`config.mk`:
```
export PLATFORM = sky130hd
export DESIGN_NAME = fetch_instr_buff_ctrl_flat
export DESIGN_NICKNAME = d
export VERILOG_FILES = /design/src/rtl/fetch_instr_buff_ctrl_pkg.sv /design/src/rtl/fetch_instr_buff_ctrl_if.sv /design/src/rtl/fetch_instr_buff_ctrl_tag_fifo.sv /design/src/rtl/fetch_instr_buff_ctrl.sv /design/src/flat_wrapper.sv
export SDC_FILE = /design/constraint.sdc
export NUM_CORES = 1
export LEC_CHECK = 0
export BUFFER_PORTS_ARGS = -buffer_cell sky130_fd_sc_hd__buf_4
export CAP_MARGIN = 40
export CELL_PAD_IN_SITES_DETAIL_PLACEMENT = 2
export CELL_PAD_IN_SITES_GLOBAL_PLACEMENT = 2
export CORE_MARGIN = 8
export CORE_UTILIZATION = 39
export DETAILED_ROUTE_END_ITERATION = 6
export PLACE_DENSITY_LB_ADDON = 0.1
export SLEW_MARGIN = 30
export SYNTH_ARGS = -nofsm -noshare
export SYNTH_HDL_FRONTEND = slang
export SYNTH_SLANG_ARGS = --single-unit
```
`constraint.sdc`:
```
create_clock -name clk -period 3.7 [get_ports clk]
set_input_delay 0.37 -clock clk [delete_from_list [all_inputs] [get_ports clk]]
set_output_delay 0.37 -clock clk [all_outputs]
set_load 0.01 [all_outputs]
```
`src/rtl/fetch_instr_buff_ctrl_pkg.sv`:
```
// Fetch tag layout and pack/unpack helpers shared by the fetch tracker and the fetch-to-wavepool flop stage.
// Tag packing is {first, wfid[5:0], pc[31:0]}.
package fetch_instr_buff_ctrl_pkg;

  localparam int FETCH_TAG_W   = 39;
  localparam int TAG_FIRST_BIT = 38;
  localparam int TAG_WFID_HI   = 37;
  localparam int TAG_WFID_LO   = 32;
  localparam int TAG_PC_HI     = 31;
  localparam int TAG_PC_LO     = 0;
  localparam int WFID_W        = 6;
  localparam int PC_W          = 32;

  typedef logic [FETCH_TAG_W-1:0] fetch_tag_t;

  function automatic fetch_tag_t pack_tag(input logic first,
                                          input logic [WFID_W-1:0] wfid,
                                          input logic [PC_W-1:0] pc);
    return {first, wfid, pc};
  endfunction

  function automatic logic tag_first(input fetch_tag_t tag);
    return tag[TAG_FIRST_BIT];
  endfunction

  function automatic logic [WFID_W-1:0] tag_wfid(input fetch_tag_t tag);
    return tag[TAG_WFID_HI:TAG_WFID_LO];
  endfunction

  function automatic logic [PC_W-1:0] tag_pc(input fetch_tag_t tag);
    return tag[TAG_PC_HI:TAG_PC_LO];
  endfunction

endpackage

```
`src/rtl/fetch_instr_buff_ctrl_if.sv`:
```
// Bundle of fetch-request, instruction-memory, flush and delivery signals around the fetch tracker.
// The slave modport is the tracker's view; master is the surrounding pipeline's view.
interface fetch_instr_buff_ctrl_if #(
  parameter int OUTSTANDING = 4
);
  import fetch_instr_buff_ctrl_pkg::*;

  localparam int CNT_W = $clog2(OUTSTANDING) + 1;

  logic              fetch_valid;
  logic [WFID_W-1:0] fetch_wfid;
  logic [PC_W-1:0]   fetch_pc;
  logic              fetch_first;
  logic              fetch_ready;
  logic              mem_rd_en;
  logic [PC_W-1:0]   mem_addr;
  fetch_tag_t        mem_tag;
  logic              mem_ack;
  fetch_tag_t        mem_tag_resp;
  logic [31:0]       mem_data;
  logic              wf_flush;
  logic [WFID_W-1:0] wf_flush_wfid;
  fetch_tag_t        buff_tag;
  logic [31:0]       buff_instr;
  logic              buff_ack;
  logic              tag_err;
  logic [CNT_W-1:0]  outstanding_cnt;

  modport slave (
    input  fetch_valid, fetch_wfid, fetch_pc, fetch_first,
    input  mem_ack, mem_tag_resp, mem_data, wf_flush, wf_flush_wfid,
    output fetch_ready, mem_rd_en, mem_addr, mem_tag,
    output buff_tag, buff_instr, buff_ack, tag_err, outstanding_cnt
  );

  modport master (
    output fetch_valid, fetch_wfid, fetch_pc, fetch_first,
    output mem_ack, mem_tag_resp, mem_data, wf_flush, wf_flush_wfid,
    input  fetch_ready, mem_rd_en, mem_addr, mem_tag,
    input  buff_tag, buff_instr, buff_ack, tag_err, outstanding_cnt
  );

endinterface

```
`src/rtl/fetch_instr_buff_ctrl_tag_fifo.sv`:
```
// In-order tag FIFO of {tag, squash} entries with parallel wfid squash; head is combinational from state.
// Caller must not push when full nor pop when empty; count updates on the next edge.
module fetch_tag_fifo
  import fetch_instr_buff_ctrl_pkg::*;
#(
  parameter int DEPTH = 4,
  localparam int PTR_W = $clog2(DEPTH),
  localparam int CNT_W = PTR_W + 1
) (
  input  logic              clk,
  input  logic              rst,
  input  logic              push_i,
  input  fetch_tag_t        push_tag_i,
  input  logic              pop_i,
  input  logic              flush_i,
  input  logic [WFID_W-1:0] flush_wfid_i,
  output fetch_tag_t        head_tag_o,
  output logic              head_squash_o,
  output logic [CNT_W-1:0]  count_o,
  output logic              full_o,
  output logic              empty_o
);

  fetch_tag_t       tag_q [DEPTH];
  logic [DEPTH-1:0] squash_q, squash_d;
  logic [DEPTH-1:0] valid;
  logic [PTR_W-1:0] wr_ptr_q, rd_ptr_q;
  logic [CNT_W-1:0] count_q, count_d;

  always_comb begin
    valid    = '0;
    squash_d = squash_q;
    for (int i = 0; i < DEPTH; i++) begin
      valid[i] = {1'b0, PTR_W'(i) - rd_ptr_q} < count_q;
      if (flush_i && valid[i] && (tag_wfid(tag_q[i]) == flush_wfid_i)) squash_d[i] = 1'b1;
    end
    // A same-cycle push is younger than the flush and must survive it.
    if (push_i) squash_d[wr_ptr_q] = 1'b0;
  end

  always_comb begin
    count_d = count_q;
    if (push_i && !pop_i)      count_d = count_q + CNT_W'(1);
    else if (!push_i && pop_i) count_d = count_q - CNT_W'(1);
  end

  always_ff @(posedge clk or negedge rst) begin
    if (!rst) begin
      for (int i = 0; i < DEPTH; i++) tag_q[i] <= '0;
      squash_q <= '0;
      wr_ptr_q <= '0;
      rd_ptr_q <= '0;
      count_q  <= '0;
    end else begin
      if (push_i) begin
        tag_q[wr_ptr_q] <= push_tag_i;
        wr_ptr_q        <= wr_ptr_q + PTR_W'(1);
      end
      if (pop_i) rd_ptr_q <= rd_ptr_q + PTR_W'(1);
      squash_q <= squash_d;
      count_q  <= count_d;
    end
  end

  assign empty_o       = (count_q == '0);
  assign full_o        = (count_q == CNT_W'(DEPTH));
  assign count_o       = count_q;
  assign head_tag_o    = tag_q[rd_ptr_q];
  // Flush is seen before a same-cycle pop so an acked matching head is suppressed.
  assign head_squash_o = squash_q[rd_ptr_q] |
                         (flush_i && !empty_o && (tag_wfid(tag_q[rd_ptr_q]) == flush_wfid_i));

endmodule

```
`src/rtl/fetch_instr_buff_ctrl.sv`:
```
// Tracks in-order instruction-fetch reads and delivers tagged instructions; accept->mem_rd_en and ack->buff_ack are 1 cycle.
// fetch_ready drops while OUTSTANDING reads are in flight (no same-cycle pop bypass); responses cannot be stalled.
module fetch_instr_buff_ctrl
  import fetch_instr_buff_ctrl_pkg::*;
#(
  parameter int OUTSTANDING = 4
) (
  input logic                   clk,
  input logic                   rst,
  fetch_instr_buff_ctrl_if.slave bus
);

  localparam int CNT_W = $clog2(OUTSTANDING) + 1;

  fetch_tag_t       req_tag, head_tag;
  logic             head_squash, fifo_full, fifo_empty;
  logic [CNT_W-1:0] fifo_count;
  logic             accept, pop, tag_match, deliver, proto_err;

  logic             mem_rd_en_q, mem_rd_en_d;
  logic [PC_W-1:0]  mem_addr_q, mem_addr_d;
  fetch_tag_t       mem_tag_q, mem_tag_d;
  logic             buff_ack_q, buff_ack_d;
  fetch_tag_t       buff_tag_q, buff_tag_d;
  logic [31:0]      buff_instr_q, buff_instr_d;
  logic             tag_err_q, tag_err_d;

  assign req_tag   = pack_tag(bus.fetch_first, bus.fetch_wfid, bus.fetch_pc);
  assign accept    = bus.fetch_valid && !fifo_full;
  assign pop       = bus.mem_ack && !fifo_empty;
  assign tag_match = (head_tag == bus.mem_tag_resp);
  assign deliver   = pop && !head_squash && tag_match;
  // Squashed heads are dropped silently even if the returned tag disagrees.
  assign proto_err = bus.mem_ack && (fifo_empty || (!head_squash && !tag_match));

  fetch_tag_fifo #(.DEPTH(OUTSTANDING)) u_tag_fifo (
    .clk          (clk),
    .rst          (rst),
    .push_i       (accept),
    .push_tag_i   (req_tag),
    .pop_i        (pop),
    .flush_i      (bus.wf_flush),
    .flush_wfid_i (bus.wf_flush_wfid),
    .head_tag_o   (head_tag),
    .head_squash_o(head_squash),
    .count_o      (fifo_count),
    .full_o       (fifo_full),
    .empty_o      (fifo_empty)
  );

  always_comb begin
    mem_rd_en_d  = accept;
    mem_addr_d   = accept ? bus.fetch_pc : mem_addr_q;
    mem_tag_d    = accept ? req_tag : mem_tag_q;
    buff_ack_d   = deliver;
    buff_tag_d   = deliver ? head_tag : buff_tag_q;
    buff_instr_d = deliver ? bus.mem_data : buff_instr_q;
    tag_err_d    = tag_err_q | proto_err;
  end

  always_ff @(posedge clk or negedge rst) begin
    if (!rst) begin
      mem_rd_en_q  <= 1'b0;
      mem_addr_q   <= '0;
      mem_tag_q    <= '0;
      buff_ack_q   <= 1'b0;
      buff_tag_q   <= '0;
      buff_instr_q <= '0;
      tag_err_q    <= 1'b0;
    end else begin
      mem_rd_en_q  <= mem_rd_en_d;
      mem_addr_q   <= mem_addr_d;
      mem_tag_q    <= mem_tag_d;
      buff_ack_q   <= buff_ack_d;
      buff_tag_q   <= buff_tag_d;
      buff_instr_q <= buff_instr_d;
      tag_err_q    <= tag_err_d;
    end
  end

  assign bus.fetch_ready     = !fifo_full;
  assign bus.mem_rd_en       = mem_rd_en_q;
  assign bus.mem_addr        = mem_addr_q;
  assign bus.mem_tag         = mem_tag_q;
  assign bus.buff_ack        = buff_ack_q;
  assign bus.buff_tag        = buff_tag_q;
  assign bus.buff_instr      = buff_instr_q;
  assign bus.tag_err         = tag_err_q;
  assign bus.outstanding_cnt = fifo_count;

endmodule
```
`src/flat_wrapper.sv`:
```
// flat-port wrapper written by rule: the top's interface ports become plain ports
module fetch_instr_buff_ctrl_flat import fetch_instr_buff_ctrl_pkg::*;
#(
  parameter int OUTSTANDING = 4
)
  (clk, rst, bus_fetch_valid, bus_fetch_wfid, bus_fetch_pc, bus_fetch_first, bus_mem_ack, bus_mem_tag_resp, bus_mem_data, bus_wf_flush, bus_wf_flush_wfid, bus_fetch_ready, bus_mem_rd_en, bus_mem_addr, bus_mem_tag, bus_buff_tag, bus_buff_instr, bus_buff_ack, bus_tag_err, bus_outstanding_cnt);
  fetch_instr_buff_ctrl_if #(.OUTSTANDING(OUTSTANDING)) bus_i ();
  input logic clk;
  input logic rst;
  input wire logic [$bits(bus_i.fetch_valid)-1:0] bus_fetch_valid;
  input wire logic [$bits(bus_i.fetch_wfid)-1:0] bus_fetch_wfid;
  input wire logic [$bits(bus_i.fetch_pc)-1:0] bus_fetch_pc;
  input wire logic [$bits(bus_i.fetch_first)-1:0] bus_fetch_first;
  input wire logic [$bits(bus_i.mem_ack)-1:0] bus_mem_ack;
  input wire logic [$bits(bus_i.mem_tag_resp)-1:0] bus_mem_tag_resp;
  input wire logic [$bits(bus_i.mem_data)-1:0] bus_mem_data;
  input wire logic [$bits(bus_i.wf_flush)-1:0] bus_wf_flush;
  input wire logic [$bits(bus_i.wf_flush_wfid)-1:0] bus_wf_flush_wfid;
  output wire logic [$bits(bus_i.fetch_ready)-1:0] bus_fetch_ready;
  output wire logic [$bits(bus_i.mem_rd_en)-1:0] bus_mem_rd_en;
  output wire logic [$bits(bus_i.mem_addr)-1:0] bus_mem_addr;
  output wire logic [$bits(bus_i.mem_tag)-1:0] bus_mem_tag;
  output wire logic [$bits(bus_i.buff_tag)-1:0] bus_buff_tag;
  output wire logic [$bits(bus_i.buff_instr)-1:0] bus_buff_instr;
  output wire logic [$bits(bus_i.buff_ack)-1:0] bus_buff_ack;
  output wire logic [$bits(bus_i.tag_err)-1:0] bus_tag_err;
  output wire logic [$bits(bus_i.outstanding_cnt)-1:0] bus_outstanding_cnt;
  assign bus_i.fetch_valid = bus_fetch_valid;
  assign bus_i.fetch_wfid = bus_fetch_wfid;
  assign bus_i.fetch_pc = bus_fetch_pc;
  assign bus_i.fetch_first = bus_fetch_first;
  assign bus_i.mem_ack = bus_mem_ack;
  assign bus_i.mem_tag_resp = bus_mem_tag_resp;
  assign bus_i.mem_data = bus_mem_data;
  assign bus_i.wf_flush = bus_wf_flush;
  assign bus_i.wf_flush_wfid = bus_wf_flush_wfid;
  assign bus_fetch_ready = bus_i.fetch_ready;
  assign bus_mem_rd_en = bus_i.mem_rd_en;
  assign bus_mem_addr = bus_i.mem_addr;
  assign bus_mem_tag = bus_i.mem_tag;
  assign bus_buff_tag = bus_i.buff_tag;
  assign bus_buff_instr = bus_i.buff_instr;
  assign bus_buff_ack = bus_i.buff_ack;
  assign bus_tag_err = bus_i.tag_err;
  assign bus_outstanding_cnt = bus_i.outstanding_cnt;
  fetch_instr_buff_ctrl #(.OUTSTANDING(OUTSTANDING)) u_core (.clk(clk), .rst(rst), .bus(bus_i));
endmodule
```
[Word level (Yosys, flattened, before mapping)]
Index checks and enable logic that the tools add are counted.
Storage, ports and cells
  register bits after elaboration: 312
  bits in latches: 0
  memory bits (writable): 0
  ROM bits: 0
  bits of input ports: 121
  memories: 0
Cells by class
  $add $sub $neg: 8
  multiply operators: 0
  div/mod/pow operators: 0
  magnitude comparators: 10
  eq/ne operators: 7
  shift-type cells: 0
  muxes and demuxes: 17
  bitwise gates (word level): 6
  reductions and logical operators: 29
Operators with widths (count)
  bitwise mux 156 bit: 1
  two-way mux 39 bit: 3
  binary-select mux 39 bit (select 2 bit): 1
  demux 39 bit (select 2 bit): 1
  equality test 39 bit: 1
  equality test 6 bit: 5
  logical AND 1 bit: 20
  less-than comparator 2 x 3 -> 1 bit: 4
  >= comparator 3 bit (second input constant): 2
  zero test 1 bit: 6
  less-than comparator 2 x 3 -> 1 bit (second input constant): 2
  two-way mux 1 bit: 6
  two-way mux 3 bit: 2
  inverter 2 -> 3 bit: 2
  adder 2 x 1 -> 2 bit (second input constant): 2
  AND 4 bit: 1
  two-way mux 4 bit: 1
  inverter 4 bit: 1
  subtractor 1 x 2 -> 2 bit (first input constant): 2
  subtractor 2 bit (first input constant): 2
  adder 3 x 1 -> 3 bit (second input constant): 1
  equality test 3 bit (second input constant): 1
  zero test 3 bit: 1
  less-than comparator 3 x 1 -> 1 bit (second input constant): 1
  other kinds (7): 8

[Depth between registers and ports, before layout]
Gate-level depths: netlist of the first run.
  depth in word-level cells: 12
  gate-level depth with buffers: 12
  gate-level depth less buffers: 9

[Modules after synthesis]
Synthesis of the first run repeated with hierarchy kept, for this count alone.
Second synthesis, totals
  cells, all modules: 815
  area, all modules: 12744.7 µm²
By module, submodules not included
  fetch_tag_fifo: times used 1, cells each 488, area each 7708.6 µm², seq. area each 4179.0 µm²
  fetch_instr_buff_ctrl: times used 1, cells each 327, area each 5036.1 µm², seq. area each 2827.7 µm²

[Least setup slack after synthesis of the first run]
OpenSTA, ideal clock, no wires.
  path kind: register to register
  from: register u_core.u_tag_fifo.rd_ptr_q[1]
  to: register u_core.buff_instr_q[0] (netlist: u_core.bus.buff_instr[0])
  setup time: 0.125 ns
  arrival time: 2.661 ns
  required time: 3.575 ns
  slack: 0.914 ns
  cell stages (with the launch flop): 12
  buffers on the path: 5
  clock period less this slack: 2.786 ns
  cells stage by stage: dfrtp_1 > buf_2 > buf_2 > buf_2 > mux4_2 > xnor2_1 > nand4_1 > nor4_2 > and4_4 > buf_12 > buf_12 > mux2_4
Between the ends
  longest elaborated chain between the ends: 10
  elaborated cells on any way between the ends: 13
Ends and longest elaborated chain
  start: declaration: line fetch_instr_buff_ctrl_tag_fifo.sv:27  | logic [PTR_W-1:0] wr_ptr_q, rd_ptr_q;
  start signal: assignment: line fetch_instr_buff_ctrl_tag_fifo.sv:59  | if (pop_i) rd_ptr_q <= rd_ptr_q + PTR_W'(1);
  inverter 2 -> 3 bit (implied by the code): line fetch_instr_buff_ctrl_tag_fifo.sv:68, fetch_instr_buff_ctrl_tag_fifo.sv:71
  binary-select mux 39 bit (select 2 bit): line fetch_instr_buff_ctrl_tag_fifo.sv:68, fetch_instr_buff_ctrl_tag_fifo.sv:71
  two-way mux 39 bit (implied by the code) (2 in series): line fetch_instr_buff_ctrl_tag_fifo.sv:71  | (flush_i && !empty_o && (tag_wfid(tag_q[rd_ptr_q]) == flush_wfid_i));
  equality test 6 bit: line fetch_instr_buff_ctrl_tag_fifo.sv:71
  logical AND 1 bit: line fetch_instr_buff_ctrl_tag_fifo.sv:71
  OR 1 bit: line fetch_instr_buff_ctrl_tag_fifo.sv:70  | assign head_squash_o = squash_q[rd_ptr_q] |
  zero test 1 bit: line fetch_instr_buff_ctrl.sv:32  | assign deliver = pop && !head_squash && tag_match;
  logical AND 1 bit: line fetch_instr_buff_ctrl.sv:32
  logical AND 1 bit (*): line fetch_instr_buff_ctrl.sv:32
  end signal: assignment: line fetch_instr_buff_ctrl.sv:76  | buff_instr_q <= buff_instr_d;
  end: declaration: line fetch_instr_buff_ctrl.sv:25  | logic [31:0] buff_instr_q, buff_instr_d;
Mark *: on every way between the ends. The rest lies on a longest branch, timed or not. The select of a mux whose other input is x is not followed.
A chain may end at the register's enable or synchronous reset.

[Final worst setup path of the first run]
  from: register u_core.u_tag_fifo.rd_ptr_q[1]
  to: register u_core.buff_instr_q[30] (netlist: u_core.bus.buff_instr[30])
The elaborated chain is that of the path after synthesis.

==> results.cfg, run 1 <==
[run_status]
status = finished, final reports clean

[sta]
finalSetupViolCount = 0
rsz0062_at_grt = no
tightest_slew_ns = 0.673
drv_slew = 0
period_share = 0.935
fmax_mhz = 289
skew_ns = 0.0177
slew_headroom = 0.550
tns_ns = 0
hold_violations = 0
fin_crit_ns = 3.46

[synthesis]
ys_seq_elements = 280
synthXorXnorAreaFrac = 0.0511
postSynthCellCount = 827
synth_top_area_share = 0.538
yosysSeqAreaShare = 0.538
synth_top_family_by_area = multiplexers
avgSynthCellArea_sq_um = 15.7
synth_compound_area_frac = 0.00913
synthMuxAreaShare = 0.323
ys_types = 35
synthesis.nets = 958
synth_edf_count = 0
ys_top_cells_by_area = dfrtp_1 (54%), mux2_2 (17%), mux2_4 (8.1%), mux4_2 (6.9%), xnor2_1 (4.4%)
synth_largest_area_cell = dfrtp_1
syn_area_sq_um = 13000
synth_simple_gate_area_frac = 0.0190
synth-async-reset-ratio = 1.00
synthAdderAreaFrac = 0.0102
synth_ff_type = dfrtp_1
yosysWarningCount = 0

[global_route]
grt_max_degree = 120
overflow = 0
antenna_found_initial = 0
grt_pass1_vias = 9157
grt_first_pass_wirelength_mm = 59.1
grt_usage = 0.197

[setup_path]
reg2reg_slack_ns = 0.24
crit_type = flip-flop to flip-flop
required_ns = 4.08
worst_ep_arrival_time_ns = 3.84
worstPathMaxFanout = 30
startpoint_type = flip-flop
cp-end-kind = flip-flop

[placement]
port-buffer-count = 269
dp_hpwl_mm = 28.1
gp_congestion = 0.759

[drt]
dr.pass1.iters = 4
top_layer = met4
num_vias = 7910
drt-vias-per-instance = 5.07
met1_length_mm = 17.1
drt_iter0_drc = 276
antenna_left = 0
wl_met2_mm = 19.2
drt-total-wl_mm = 39.2
drc = 0
wl_met3_mm = 1.94
avgRoutedWirePerCell_um = 25.1

[cts]
cts_root_buf = clkbuf_16
cts.sinks = 280
ctsHtreeMaxLevel = 2
clk_pin_slew_ns = 0.06
numCtsBuffers = 35
cts_buffer_depth = 3
clock_latency_ns = 0.51
cts_tree = done

[floorplan]
dieArea_sq_um = 39500
die_x_um = 199
rows = 67
fp.dieH_um = 199
initial_core_util = 0.392
num_io_pins = 270
coreArea_sq_um = 33200

[min_path]
min_path_type = primary input to flip-flop

[power_and_ir_drop]
p_leak_uw = 0.00753
power_uw = 13600
vdd_drop_max_uv = 388
p_per_area_nw_per_um2 = 819

[final_layout]
drive_above_1_share = 0.603
area_growth_pct = 27.1
diodes = 0
nets = 1223
finish.utilization = 0.499

[run]
max_cap_viol_count = 0
-- synthesized netlist by cell type (3+ instances only) --
cell,n
clkbuf_1,24
o21a_1,3
xnor2_1,65
dfrtp_1,280
nor2_1,7
mux2i_1,4
mux2_2,196
buf_2,4
o2111ai_1,3
xor2_1,11
buf_4,34
nand4_1,13
inv_1,7
ha_1,9
mux2_4,70
nand3_1,3
nand2_1,10
buf_1,5
buf_12,11
nor4_1,3
mux4_2,40
a21oi_1,10
-- layout by cell type (no fill, tap or decap), types with 10 or more instances in the layout --
| master | synthesis | routed |
|---|---|---|
| xnor2_1 | 65 | 65 |
| mux2_2 | 196 | 196 |
| clkbuf_16 | 0 | 35 |
| a21oi_1 | 10 | 10 |
| xor2_1 | 11 | 11 |
| mux4_2 | 40 | 40 |
| buf_4 | 34 | 295 |
| nand4_1 | 13 | 13 |
| mux2_4 | 70 | 70 |
| dfrtp_1 | 280 | 278 |
-- metal layers --
metal,vias to the layer above,GRT usage
met5,-,0
met4,0,0.0544
met3,51,0.0408
met2,197,0.327
met1,4210,0.259
li1,3452,-
-- cell type report --
class,count,area (sq um)
Timing Repair Buffer,307,2450
Tap cell,448,561
Clock inverter,7,114
Clock buffer,50,1000
Multi-Input combinational cell,461,5390
Fill cell,3177,16600
Inverter,7,26.3
Sequential cell,280,7010
-- metrics by stage --
| step | cells | setup WS, ns | area, sq um | hold slack (ns) |
|---|---|---|---|---|
| floorplan | 827 | 0.914 | 13000 | 0.0744 |
| global placement | 1494 | 0.120 | 15300 | 0.465 |
| detailed placement | 1494 | 0.0484 | 15300 | 0.478 |
| CTS | 1551 | 0.113 | 16500 | 0.0167 |
| global route | 1560 | 0.0928 | 16600 | 0.0788 |
| finish | 1560 | 0.242 | 16600 | 0.0923 |
-- where the power goes --
group / internal, uW / switching [uW] / total [uW]
clock network: 2080 / 1310 / 3390
logic: 2910 / 2300 / 5210
registers: 4150 / 811 / 4960
total: 9140 / 4420 / 13600
-- final timing paths --
kind	startpoint	end	cells after the start
min	bus_mem_data[21]	u_core.bus.buff_instr[21]	2
max	u_core.u_tag_fifo.rd_ptr_q[1]	u_core.bus.buff_instr[30]	9
min in group asynchronous	rst	u_core.bus.mem_rd_en	2
max reg2reg	u_core.u_tag_fifo.rd_ptr_q[1]	u_core.bus.buff_instr[30]	9
min reg2reg	u_core.u_tag_fifo.squash_q[0]	u_core.u_tag_fifo.squash_q[0]	1
max in group asynchronous	rst	u_core.u_tag_fifo.tag_q[95]	4
-- worst max-delay path, cell delays in order, from the launching register on --
cell and delay (ns):
dfrtp_2 0.71, buf_4 0.27, mux4_2 0.38, xnor2_1 0.24, nand4_1 0.25, nor4_2 0.39
and2_1 0.18, and4_4 0.28, buf_12 0.27, mux2_4 0.33
-- cell families (layout without fill, tap and decap cells) --
family	after synthesis	after routing
AO/OA/AOI/OAI	19	19
XOR/XNOR	76	76
adder cells (fa/ha/maj)	10	10
buffers and inverters	86	371
flip-flops	280	280
multiplexers	311	311
AND/OR/NAND/NOR	45	45
-- repair_timing --
action	in CTS	in global routing
hold buffers	0	1
hold endpoints to repair	0	41
resized for setup	1	0
endpoints found under the setup margin	8	30
buffers inserted	0	7
-- state kept, by name, indices dropped and copies added (netlist names) --
signal	cells
u_core.bus.buff_instr	32
u_core.bus.mem_tag	39
u_core.bus.tag_err	1
u_core.bus.buff_ack	1
u_core.bus.mem_rd_en	1
u_core.u_tag_fifo.wr_ptr_q	2
u_core.u_tag_fifo.count_o	3
u_core.u_tag_fifo.tag_q	156
u_core.bus.buff_tag	39
u_core.u_tag_fifo.rd_ptr_q	2
u_core.u_tag_fifo.squash_q	4
(Power assumes the default switching activity.)
==> run 2, diff against run 1 <==
--- a/config.mk
+++ b/config.mk
@@ -10,7 +10,8 @@
 export CELL_PAD_IN_SITES_DETAIL_PLACEMENT = 2
 export CELL_PAD_IN_SITES_GLOBAL_PLACEMENT = 2
 export CORE_MARGIN = 8
-export CORE_UTILIZATION = 39
+export CORE_UTILIZATION = 40
+export CTS_BUF_LIST = sky130_fd_sc_hd__clkbuf_4
 export DETAILED_ROUTE_END_ITERATION = 6
 export PLACE_DENSITY_LB_ADDON = 0.1
 export SLEW_MARGIN = 30
==> run 2 against run 1 <==
Compared with the run above:
- non-clock buffer count up 59
- critical path type unchanged
- largest cell class unchanged
- critical endpoint is now u_core.bus.buff_instr[21]
- largest power group unchanged
- sequential power about the same
- clock power down 9.1%
- utilization up 3.2 points
- total power down 2.3%
- sequential share of layout area down 1.5 points
- clock skew up 0.030 ns
==> results.cfg, run 2 (synthesis gave the netlist of run 1 again) <==
[global_route]
antenna_found_initial = 1
overflow = 0
grt_first_pass_wirelength_mm = 62.7
grt_usage = 0.212
grt_pass1_vias = 10000
grt_max_degree = 87

[floorplan]
fp.dieH_um = 196
dieArea_sq_um = 38600
die_x_um = 196
rows = 66
num_io_pins = 270
coreArea_sq_um = 32300
initial_core_util = 0.403

[setup_path]
crit_slowest_cell = dfrtp_4
worstPathMaxFanout = 23
critPathMaxStageDelay_ns = 0.57
startpoint_type = flip-flop
path_delay_family = simple AND/OR/NAND/NOR gates
required_ns = 4.25
critical_path_buf_inv_count = 2
cp-end-kind = flip-flop
worstPathCellList = buf_12, mux4_2, xnor2_1, nand4_1, nor4_1, and2_1, and4_4, buf_12, mux2_1
reg2reg_slack_ns = 0.20
crit_top_cell = buf_12
crit_type = flip-flop to flip-flop
worst_ep_arrival_time_ns = 4.05

[sta]
tns_ns = 0
period_share = 0.947
finalSetupViolCount = 0
drv_slew = 0
skew_ns = 0.0479
fin_crit_ns = 3.50
tightest_slew_ns = 0.704
hold_violations = 0
fmax_mhz = 285
slew_headroom = 0.531
rsz0062_at_grt = no

[cts]
cts_setup_buffers = 0
clock_latency_ns = 0.70
cts_root_buf = clkbuf_4
cts_tree = done
cts_buffer_depth = 3
ctsHtreeMaxLevel = 3
cts.sinks = 280
clk_pin_slew_ns = 0.06
numCtsBuffers = 80

[drt]
drt-vias-per-instance = 4.96
dr.pass1.iters = 4
drt-total-wl_mm = 40.4
drc = 0
drt_iter0_drc = 237
num_vias = 8429
avgRoutedWirePerCell_um = 23.8
antenna_left = 0

[final_layout]
layout.cells.most_common = buf_4
seq_area_sq_um = 7010
area_growth_pct = 31.6
nets = 1327
layout_common_cells = buf_4 (280), dfrtp_1 (278), mux2_2 (196), clkbuf_4 (123), dlygate4sd3_1 (73)
multi_input_area_sq_um = 5390
largest_reg_flops = 156
drive_above_1_share = 0.587
largest-register = u_core.u_tag_fifo.tag_q
fillerInstances = 3013

[placement]
dp_hpwl_mm = 26.7
gp_congestion = 0.748
port-buffer-count = 269

[run_status]
status = finished, final reports clean

[power_and_ir_drop]
p_leak_uw = 0.00787
power_uw = 13300
vdd_drop_max_uv = 372
p_per_area_nw_per_um2 = 773

[min_path]
min_path_type = primary input to flip-flop

[run]
max_cap_viol_count = 0
==> run 2: cell count changes in the layout (fill, tap and decap cells not counted), moves of 2 or more <==
cell | previous run | this run
dlygate4sd3_1 | 1 | 73
buf_4 | 295 | 280
clkbuf_16 | 35 | 0
clkbuf_8 | 7 | 0
clkinv_1 | 0 | 12
clkinv_2 | 3 | 1
buf_12 | 9 | 12
clkbuf_1 | 8 | 0
clkbuf_4 | 0 | 123
==> run 2: final timing paths <==
path                                                       to                          start  cells past startpoint
worst min-delay path            u_core.u_tag_fifo.squash_q[2]                   bus_wf_flush                      4
min in group asynchronous        u_core.u_tag_fifo.count_o[0]                            rst                      2
worst max register to register      u_core.bus.buff_instr[21]  u_core.u_tag_fifo.rd_ptr_q[0]                      9
max in group asynchronous        u_core.u_tag_fifo.tag_q[126]                            rst                      3
worst max-delay path                u_core.bus.buff_instr[21]  u_core.u_tag_fifo.rd_ptr_q[0]                      9
worst min register to register  u_core.u_tag_fifo.squash_q[2]  u_core.u_tag_fifo.squash_q[2]                      1
==> run 2: stage by stage <==
step	cells	cell area, sq um	utilization	hold WS [ns]	setup slack (ns)
after floorplan	827	13000	-	0.0744	0.914
after global placement	1483	15300	0.475	0.434	0.213
after detailed placement	1483	15300	0.475	0.430	0.179
after CTS	1697	17100	0.531	0.0635	0.148
after global routing	1698	17100	0.531	0.0901	0.0252
final	1698	17100	0.531	0.158	0.197
==> run 2: worst register-to-register path, delay by kind of cell (launching register included) <==
kind | cells | cell delay (ns)
xor+xnor | 1 | 0.36
simple gates | 4 | 0.98
mux | 2 | 0.95
flops | 1 | 0.57
buf+inv | 2 | 0.51
==> run 2: where the power goes <==
group | leakage (uW) | internal [uW] | switching (uW)
combinational | 0.00376 | 2920 | 2320
clock | 0.000635 | 1720 | 1360
sequential | 0.00347 | 4150 | 784
total | 0.00787 | 8790 | 4460
==> run 2: area by class of cell <==
cell class                 count  share of cell area
antenna                        1            0.000146
clock buffer                 123              0.0539
clock inverter                18             0.00883
inverter                       7             0.00153
multi-input combinational    461               0.314
sequential                   280               0.409
tap                          442              0.0323
timing repair buffer         366               0.180
==> run 2: layer usage <==
layer	vias up	wire (um)	share of wire	GRT usage
li1	3718	-	-	-
met1	4423	17100	0.42	0.263
met2	233	20400	0.50	0.359
met3	55	2090	0.052	0.0529
met4	0	769	0.019	0.0677
met5	-	0	0	0
==> run 2: repair_timing <==
| action | 4_1_cts | 5_1_grt |
|---|---|---|
| hold buffers | 73 | 0 |
| gates resized for setup | 0 | 0 |
| hold endpoints to repair | 310 | 0 |
==> run 3, diff against run 2 <==
--- a/config.mk
+++ b/config.mk
@@ -5,15 +5,17 @@
 export SDC_FILE = /design/constraint.sdc
 export NUM_CORES = 1
 export LEC_CHECK = 0
-export BUFFER_PORTS_ARGS = -buffer_cell sky130_fd_sc_hd__buf_4
+export ABC_AREA = 1
+export BUFFER_PORTS_ARGS = -buffer_cell sky130_fd_sc_hd__buf_2
 export CAP_MARGIN = 40
 export CELL_PAD_IN_SITES_DETAIL_PLACEMENT = 2
 export CELL_PAD_IN_SITES_GLOBAL_PLACEMENT = 2
 export CORE_MARGIN = 8
-export CORE_UTILIZATION = 40
+export CORE_UTILIZATION = 33
 export CTS_BUF_LIST = sky130_fd_sc_hd__clkbuf_4
 export DETAILED_ROUTE_END_ITERATION = 6
 export PLACE_DENSITY_LB_ADDON = 0.1
+export RECOVER_POWER = 100
 export SLEW_MARGIN = 30
 export SYNTH_ARGS = -nofsm -noshare
 export SYNTH_HDL_FRONTEND = slang
==> run 3 against run 2 <==
Compared with the run above:
- highest routed layer unchanged
- utilization down 12 points
- the flow now finishes with violations (max-capacitance violations, max-slew violations)
- sequential power down 4.5%
- sequential share of layout area up 1.8 points
- synthesized cell count up 100%
- largest power group unchanged
==> results.cfg, run 3 <==
[cts]
cts.sinks = 280
cts_root_buf = clkbuf_4
clock_latency_ns = 0.75
numCtsBuffers = 82
cts_tree = done
ctsHtreeMaxLevel = 3
clk_pin_slew_ns = 0.07
cts_buffer_depth = 3
cts_setup_buffers = 0
postCtsHoldBufs = 74
cts_resized = 0

[final_layout]
final_area_sq_um = 16400
area_growth_pct = 23.9
nets = 2161
largest-register = u_core.u_tag_fifo.tag_q
fillerInstances = 4737
multi_input_area_sq_um = 5200
layout_common_cells = nand2_1 (750), dfrtp_1 (278), o21ai_0 (215), clkbuf_1 (154), clkbuf_4 (122)
drive_above_1_share = 0.132
layout.cells.most_common = nand2_1
largest_reg_flops = 156
seq_area_sq_um = 7010

[sta]
tns_ns = 0
rsz0062_at_grt = no
slew_headroom = -0.541
holdWs_ns = 0.151
fin_crit_ns = 3.34
skew_ns = 0.0427
tightest_slew_ns = 2.31
hold_violations = 0
drv_slew = 180
period_share = 0.904
finalSetupViolCount = 0
fmax_mhz = 299

[floorplan]
num_io_pins = 270
initial_core_util = 0.334
coreArea_sq_um = 39600
fp.dieH_um = 216
rows = 73
die_x_um = 216
dieArea_sq_um = 46800

[min_path]
min_to = u_core.u_tag_fifo.squash_q[0]
min_path_type = primary input to flip-flop
hp-start = bus_wf_flush_wfid[5]
holdPathStages = 4

[drt]
drt_iter0_drc = 484
drt-vias-per-instance = 4.92
num_vias = 12800
drc = 0
dr.pass1.iters = 5
antenna_left = 0
avgRoutedWirePerCell_um = 19.8
drt-total-wl_mm = 51.8

[run]
max_cap_viol_count = 4

[setup_path]
r2r_start = u_core.u_tag_fifo.rd_ptr_q[1]
worstPathMaxFanout = 44
crit_type = flip-flop to flip-flop
worst_ep_arrival_time_ns = 3.95
ff2ff_path_depth = 12
reg2reg_slack_ns = 0.36
startpoint_type = flip-flop
required_ns = 4.31
reg2reg_to = u_core.bus.buff_instr[18]
cp-end-kind = flip-flop

[synthesis]
synth-async-reset-ratio = 1.00
syn_area_sq_um = 13200
ys_types = 35
ys_seq_elements = 280
synth_commonest_cells = nand2_1 (751), dfrtp_1 (280), o21ai_0 (215)
synth_ff_type = dfrtp_1
synthesis.nets = 1823
synth_top_area_share = 0.529
synth_largest_area_cell = dfrtp_1
ys_top_cells_by_area = dfrtp_1 (53%), nand2_1 (21%), o21ai_0 (8.1%), nand3_1 (3.8%), inv_1 (3.0%)
yosysWarningCount = 0
avgSynthCellArea_sq_um = 7.82
yosysSeqAreaShare = 0.529
synth_edf_count = 0
postSynthCellCount = 1692
synth_most_common_cell = nand2_1

[run_status]
violations = max-capacitance violations, max-slew violations
status = finished, violations left

[global_route]
grt_pass1_vias = 14500
grt_first_pass_wirelength_mm = 82.8
antenna_found_initial = 1
grt_usage = 0.221
overflow = 0
grt_max_degree = 105

[placement]
port-buffer-count = 269
dp_hpwl_mm = 33.7
placed_cell_area_sq_um = 14900
gp_congestion = 0.782

[power_and_ir_drop]
vdd_drop_max_uv = 429
p_leak_uw = 0.00864
p_per_area_nw_per_um2 = 759
run 3: where the power goes:
group          total, uW  switching [uW]  internal (uW)
combinational       4860            3350           1510
sequential          4710             673           4040
clock               2870            1400           1470
run 3: final cells by class:
| class | instances | area share |
|---|---|---|
| tap | 525 | 0.0401 |
| clock inverter | 18 | 0.00420 |
| timing repair buffer | 369 | 0.130 |
| clock buffer | 120 | 0.0549 |
| antenna | 2 | 0.000305 |
| multi-input combinational | 1185 | 0.317 |
| sequential | 280 | 0.427 |
| inverter | 112 | 0.0256 |
run 3: cells by family (layout without fill, tap and decap cells):
group	count (synthesis)	in the layout	synth area share
adder cells (fa/ha/maj)	10	10	0.0100
other	0	2	0
AO/OA/AOI/OAI	255	255	0.101
flip-flops	280	280	0.529
AND/OR/NAND/NOR	910	910	0.275
XOR/XNOR	10	10	0.00662
buffers and inverters	227	619	0.0776
run 3: routing by layer:
layer	up-vias	track usage	share of wire
li1	6052	-	-
met1	6490	0.273	0.44
met2	244	0.388	0.50
met3	59	0.0432	0.039
met4	0	0.0606	0.014
met5	-	0	0
run 3: worst max path at each step:
stage | slack, ns | startpoint | cells past startpoint | endpoint
after floorplan | 1.64 | u_core.u_tag_fifo.count_o[0] | 10 | u_core.u_tag_fifo.count_o[2]
after global placement | 0.31 | u_core.u_tag_fifo.rd_ptr_q[1] | 9 | u_core.bus.buff_tag[13]
after detailed placement | 0.50 | u_core.u_tag_fifo.rd_ptr_q[0] | 17 | u_core.bus.buff_tag[22]
after CTS | 0.43 | u_core.u_tag_fifo.rd_ptr_q[0] | 17 | u_core.bus.buff_tag[11]
after global routing | 0.15 | u_core.u_tag_fifo.rd_ptr_q[1] | 12 | u_core.bus.buff_instr[13]
final | 0.36 | u_core.u_tag_fifo.rd_ptr_q[1] | 12 | u_core.bus.buff_instr[18]
run 3: critical path: stages (launching register included):
cell and delay, ns:
dfrtp_2 0.40, inv_1 0.62, nand2_1 0.22, nand2_1 0.17, o21ai_0 0.09, nor2_1 0.12, nand3_1 0.13, o21ai_1 0.40
nor2_4 0.07, clkbuf_4 0.48, buf_12 0.33, nand3_1 0.11, nand2_1 0.06
run 3: metrics by stage:
stage / power, uW / std cells / utilization / setup WS, ns
detailed placement: 9680 / 2395 / 0.377 / 0.497
floorplan: 7840 / 1692 / - / 1.64
CTS: 12800 / 2607 / 0.420 / 0.427
global placement: 9360 / 2393 / 0.376 / 0.309
global route: 13600 / 2611 / 0.414 / 0.148
finish: 12400 / 2611 / 0.414 / 0.356
